$ cat src/rtl/demux_reg_1x4.sv
// Registered 1-to-4 demultiplexer: stores a word into one of four holding registers,
// chosen by an explicit select or by a round-robin write pointer.
module demux_reg_1x4 #(
   parameter int N = 7
) (
   input  logic         clock,
   input  logic         reset,
   input  logic         clear,
   input  logic [N-1:0] D,
   input  logic [1:0]   SEL,
   input  logic         load,
   input  logic         push,
   output logic [N-1:0] Q0,
   output logic [N-1:0] Q1,
   output logic [N-1:0] Q2,
   output logic [N-1:0] Q3,
   output logic [3:0]   valid,
   output logic [1:0]   ptr,
   output logic         full,
   output logic         wrap
);

   logic [N-1:0] regs [4];

   // Priority: reset > clear > load > push > hold. A write in a reset/clear cycle is dropped.
   // NOTE: sequential state uses non-blocking assignments so every register sees pre-edge values.
   always_ff @(posedge clock) begin
      if (reset || clear) begin
         // NOTE: only four small registers, so they are cleared directly rather than left uninitialised.
         for (int i = 0; i < 4; i++) regs[i] <= '0;
         valid <= '0;
         ptr   <= '0;
         wrap  <= 1'b0;
      end else if (load) begin
         regs[SEL]  <= D;
         valid[SEL] <= 1'b1;
         wrap       <= 1'b0;
      end else if (push) begin
         regs[ptr]  <= D;
         valid[ptr] <= 1'b1;
         ptr        <= ptr + 2'd1;
         wrap       <= (ptr == 2'd3);
      end else begin
         wrap <= 1'b0;
      end
   end

   assign Q0   = regs[0];
   assign Q1   = regs[1];
   assign Q2   = regs[2];
   assign Q3   = regs[3];
   assign full = &valid;

endmodule

$ cat config.mk
export PLATFORM = sky130hd
export DESIGN_NAME = demux_reg_1x4
export DESIGN_NICKNAME = d
export VERILOG_FILES = /design/src/rtl/demux_reg_1x4.sv
export SDC_FILE = /design/constraint.sdc
export NUM_CORES = 1
export LEC_CHECK = 0
export ABC_CLOCK_PERIOD_IN_PS = 2050
export BUFFER_PORTS_ARGS = -buffer_cell sky130_fd_sc_hd__buf_2
export CAP_MARGIN = 15
export CORE_UTILIZATION = 43
export CTS_CLUSTER_DIAMETER = 60
export DETAILED_ROUTE_END_ITERATION = 8
export PLACE_DENSITY_LB_ADDON = 0.2
export SETUP_SLACK_MARGIN = 0.1
export SLEW_MARGIN = 20
export SYNTH_ARGS = -nofsm -noshare
export SYNTH_HDL_FRONTEND = slang
export SYNTH_SLANG_ARGS = --single-unit
$ cat constraint.sdc
create_clock -name clock -period 2.05 [get_ports clock]
set_input_delay 0.1025 -clock clock [delete_from_list [all_inputs] [get_ports clock]]
set_output_delay 0.1025 -clock clock [all_outputs]
set_load 0.1 [all_outputs]
==> results of run 1 <==
## how the worst min path moves through the flow
stage,from,endpoint
after floorplan,SEL[1],valid[2]
after CTS,reset,ptr[0]
after detailed placement,clear,ptr[0]
after global routing,reset,ptr[0]
after global placement,reset,ptr[0]
final,clear,ptr[0]
## power by group
part           internal, uW  total [uW]  leakage, uW  switching [uW]
combinational          53.2         388     0.000437             335
sequential              803         814     0.000373            11.6
clock                   166         380    0.0000353             214
## flip-flops by register name, summed over array words and instances (netlist names)
signal	count
ptr	2
regs	28
valid	4
wrap	1
## cells in the final DEF (no fill, tap or decap), drive strengths merged
master  count
or3b        1
inv         9
ha          4
nand2       3
nor2       25
a31oi       1
mux2i       1
xnor2       1
edfxtp     28
and3b       1
clkinv      1
dfxtp       7
buf        50
nor2b       1
or2         2
a21oi       6
a211oi      1
clkbuf      7
nand3b      1
nand3       8
o31a        2
nand2b      1
and4        1
o311ai      1
and3        1
## tightest hold or removal path: cells and delay by family
kind	cells	cell delay, ns
buffers and inverters	1	0.09
and+or+nand+nor	2	0.23
## stage by stage
| step | setup WS (ns) | std cells |
|---|---|---|
| finish | 0.483 | 208 |
| global route | 0.428 | 208 |
| CTS | 0.478 | 208 |
| detailed placement | 0.493 | 200 |
| global placement | 0.562 | 200 |
| floorplan | 0.191 | 110 |
## cell type report
class                           instances  area share (%)
Sequential cell                        35            55.3
Multi-Input combinational cell         62            22.1
Timing Repair Buffer                   50            14.2
Clock buffer                            7            3.10
Tap cell                               44            3.10
Inverter                                9            1.90
Clock inverter                          1           0.281
## metal layers
metal | wire, um | part of all wire (%) | vias to the layer above | global-route usage (%)
met5 | 0 | 0 | - | 0
met4 | 46 | 1.6 | 0 | 9.18
met3 | 204 | 7.1 | 5 | 3.93
met2 | 1390 | 48 | 53 | 28.7
met1 | 1250 | 43 | 469 | 24.2
li1 | - | - | 486 | -
## cells by family after synthesis
kind of cell / Yosys count / synth area share (%)
multiplexers: 1 / 0.706
AO/OA/AOI/OAI: 11 / 6.62
adder cells (fa/ha/maj): 4 / 3.53
XOR/XNOR: 1 / 0.618
flip-flops: 35 / 69.2
AND/OR/NAND/NOR: 45 / 15.6
buffers and inverters: 13 / 3.71
==> results.tsv, run 1 <==
metric	value	unit
cts_tree	built	
cts_buffers	5	
core	3080	sq um
slew_headroom	56.5	%
worstMarginPinSlew	0.652	ns
synth_top_area_cell	edfxtp_1	
fillers	276	
p_leak	0.000846	uW
slew_viol_final	0	
core.rowCount	20	
cap_viol_max_count	0	
timing.hold.ws	0.119	ns
powerDensity	890	nW/um^2
initial_core_util	46.1	%
synth_most_common_cell	edfxtp_1	
clock-sinks	35	
worst-r2r-setup-slack	0.48	ns
grt_pass1_wl	4470	um
postRouteAntennaNets	0	
min_period	1.57	ns
hold_viol	0	
drtPass1Iterations	4	
fmax	638	MHz
total_power	1580	uW
grt_max_degree	13	
crit_fanout	8	
port_buffers	49	
final_util	57.8	%
clkLatencyLatePin	0.33	ns
synthFlopType	edfxtp_1	
final.setup.tns	0	ns
gr-total-overflow	0	
dpl.hpwl	2180	um
vias	1013	
multi_input_area	393	sq um
htree_levels	2	
yosys_warnings	0	
die_area	3530	sq um
final_layout_size_suffix_gt1_share	42.1	%
setup_viol	0	
holdBufCountCts	0	
synthArstFlopShare	0	%
synth_top_area_share	59.3	%
path_depth	2	
cp_data_required_time	2.01	ns
netlist_top_cells_area	edfxtp_1 (59%), dfxtp_1 (9.9%), nor2_1 (6.4%)	
netlist_area	1420	sq um
cts.reportedPaths.clkPinSlew	0.10	ns
seqCellArea	983	sq um
cpLargestDelayFamily	compound AO/OA/AOI/OAI gates	
rr_startpoint	ptr[0]	
cp-start-kind	flop	
hp-class	in -> reg	
dieWidth	59.4	um
r2r-end	regs[3][6]	
finalWeightedCongestion	0.818	
finalClockSkew	0.0102	ns
vias_per_cell	4.87	
synth_area_per_cell	12.9	sq um
fin_crit_sh	76.5	%
path_class	reg -> reg	
crit_arrival	1.53	ns
drc_errors	0	
ir_drop	513	uV
wire_per_inst	13.9	um
placement.cell_area	1720	sq um
top_level_ports	50	
yosysSeqAreaShare	69.2	%
max_stage_delay	0.63	ns
worst-path-buf-inv	1	
post-cts-setup-buffer-count	0	
die_h	59.4	um
area_growth	25.4	%
cp-endpoint	regs[3][6]	
critical_path.startpoint	ptr[0]	
n_antenna_cell	0	
status	complete, no violations	
grt_use_total	18.4	%
crit_chain	inv_1, o311ai_2	
finalInstanceArea	1780	sq um
drt_iter0_markers	42	
synthCells	110	
ys_types	28	
ff2ff_path_depth	2	
cts_resized	0	
worstSetupEndpointType	flop	
wirelength	2890	um
synth_nets	128	
cts_max_path_buffers	2	
slowest_stage	o311ai_2	
num-nets-final	181	
hold_depth	3	
grt_setup_unrepaired	no	
ys_top_cells_by_count	edfxtp_1 (28), nor2_1 (24), inv_1 (9)	
synth_seq_cells	35	
clockRootBuffer	clkbuf_4	
synth_edf_count	28	
grt_pass1_vias	920	
antenna_found_initial	0	
Note: power is estimated with default switching activity, not from simulation.
==> run 2: changes to the inputs <==
--- a/config.mk
+++ b/config.mk
@@ -5,10 +5,10 @@
 export SDC_FILE = /design/constraint.sdc
 export NUM_CORES = 1
 export LEC_CHECK = 0
-export ABC_CLOCK_PERIOD_IN_PS = 2050
+export ABC_CLOCK_PERIOD_IN_PS = 1480
 export BUFFER_PORTS_ARGS = -buffer_cell sky130_fd_sc_hd__buf_2
 export CAP_MARGIN = 15
-export CORE_UTILIZATION = 43
+export CORE_UTILIZATION = 48
 export CTS_CLUSTER_DIAMETER = 60
 export DETAILED_ROUTE_END_ITERATION = 8
 export PLACE_DENSITY_LB_ADDON = 0.2
==> constraint.sdc (replaced) <==
create_clock -name clock -period 1.48 [get_ports clock]
set_input_delay 0.074 -clock clock [delete_from_list [all_inputs] [get_ports clock]]
set_output_delay 0.074 -clock clock [all_outputs]
set_load 0.1 [all_outputs]
==> results.tsv, run 2 (synthesis gave the netlist of run 1 again) <==
metric	value	unit
crit_fanout	8	
hold_viol	0	
regMostFlops	regs	
drt_iter0_markers	24	
final.setup.tns	0	ns
fmax	765	MHz
cp-start-kind	flop	
slew_viol_final	0	
hold_start	reset	
cp_data_required_time	1.47	ns
p_leak	0.000866	uW
area_growth	27.4	%
vias	1035	
clock-sinks	35	
die_h	56.3	um
cts_buffers	5	
grt_pass1_wl	4380	um
max_stage_delay	0.46	ns
gr-total-overflow	0	
dpl_worst_slack	0.156	ns
wirelength	2770	um
vias_per_cell	5.23	
dieWidth	56.3	um
slowest_stage	o311ai_4	
dr_wl_met2	1450	um
ir_drop	852	uV
crit_chain	inv_2, o311ai_4	
top_level_ports	50	
dpl.hpwl	2150	um
rr_startpoint	ptr[0]	
grt_setup_unrepaired	no	
holdBufCountCts	0	
slew_headroom	67.2	%
reg_top3	regs (28), valid (4), ptr (2)	
grt_pass1_vias	983	
grt_max_degree	13	
cts_tree	built	
wire_per_inst	14.0	um
powerDensity	1190	nW/um^2
num-nets-final	184	
final_common_cell	buf_2	
worst-path-buf-inv	1	
routedLengthMet1	1100	um
n_antenna_cell	0	
final_cell_mix	buf_2 (48), edfxtp_1 (28), nor2_1 (24)	
cts.reportedPaths.clkPinSlew	0.10	ns
path_class	reg -> reg	
initial_core_util	51.0	%
cts_max_path_buffers	2	
worstMarginPinSlew	0.496	ns
largest_register_ffs	28	
postRouteAntennaNets	0	
routed.top_layer	met4	
worstSetupEndpointType	flop	
die_area	3170	sq um
critical_path.startpoint	ptr[0]	
htree_levels	2	
total_power	2150	uW
status	complete, no violations	
crit_arrival	1.29	ns
cap_viol_max_count	0	
antenna_found_initial	0	
drtPass1Iterations	4	
core.rowCount	19	
clockRootBuffer	clkbuf_4	
fin_crit_sh	88.3	%
hp-class	in -> reg	
finalWeightedCongestion	0.788	
finalClockSkew	0.00415	ns
drc_errors	0	
final_layout_size_suffix_gt1_share	46.1	%
met3_length	161	um
core	2780	sq um
min_period	1.31	ns
cpLargestDelayFamily	compound AO/OA/AOI/OAI gates	
timing.hold.ws	0.0630	ns
clkLatencyLatePin	0.33	ns
fin_ws	0.173	ns
grt_use_total	18.9	%
port_buffers	49	
setup_viol	0	
[run 2: changes by cell type in the layout (fill, tap and decap cells not counted), moves of 2 or more]
cell and delta:
buf_4 +4, dfxtp_2 +2, clkinv_1 +2, dfxtp_1 -4, dfxtp_4 +2, nand2_1 -2
[run 2: repair_timing]
| action | in CTS | in global routing |
|---|---|---|
| resized for setup | 1 | 1 |
| hold endpoints to repair | 0 | 0 |
| buffers inserted | 0 | 0 |
| endpoints found under the setup margin | 1 | 7 |
[run 2: layer usage]
layer,up-vias,track usage [%]
met5,-,0
met4,0,9.06
met3,9,7.14
met2,41,32.5
met1,487,20.3
li1,498,-
[run 2: metrics by stage]
stage	util, %	instances	area [sq um]
after floorplan	-	110	1460
after global placement	62.9	190	1750
after detailed placement	62.9	190	1750
after CTS	64.8	198	1800
after global routing	65.0	198	1810
final	65.0	198	1810
[run 2: layout make-up]
cell class | count | area (sq um)
clock inverter | 2 | 7.51
timing repair buffer | 53 | 278
clock buffer | 6 | 41.3
inverter | 9 | 33.8
multi-input combinational | 62 | 414
tap | 31 | 38.8
sequential | 35 | 993
fill | 219 | 975
[run 2: final timing paths]
kind	slack, ns	end	depth (start not counted)
max	0.17	regs[3][0]	2
min reg2reg	0.50	valid[1]	2
max reg2reg	0.17	regs[3][0]	2
min	0.06	ptr[0]	3
[run 2: tightest hold or removal path: stages]
cell	delay, ns
buf_2	0.08
or2_2	0.15
nor2_1	0.06
[run 2: power breakdown]
group / total, uW / switching, uW / internal (uW) / leakage [uW]
combinational: 549 / 468 / 80.4 / 0.000462
sequential: 1130 / 16.1 / 1110 / 0.000376
clock: 473 / 297 / 176 / 0.0000273
total: 2150 / 781 / 1370 / 0.000866
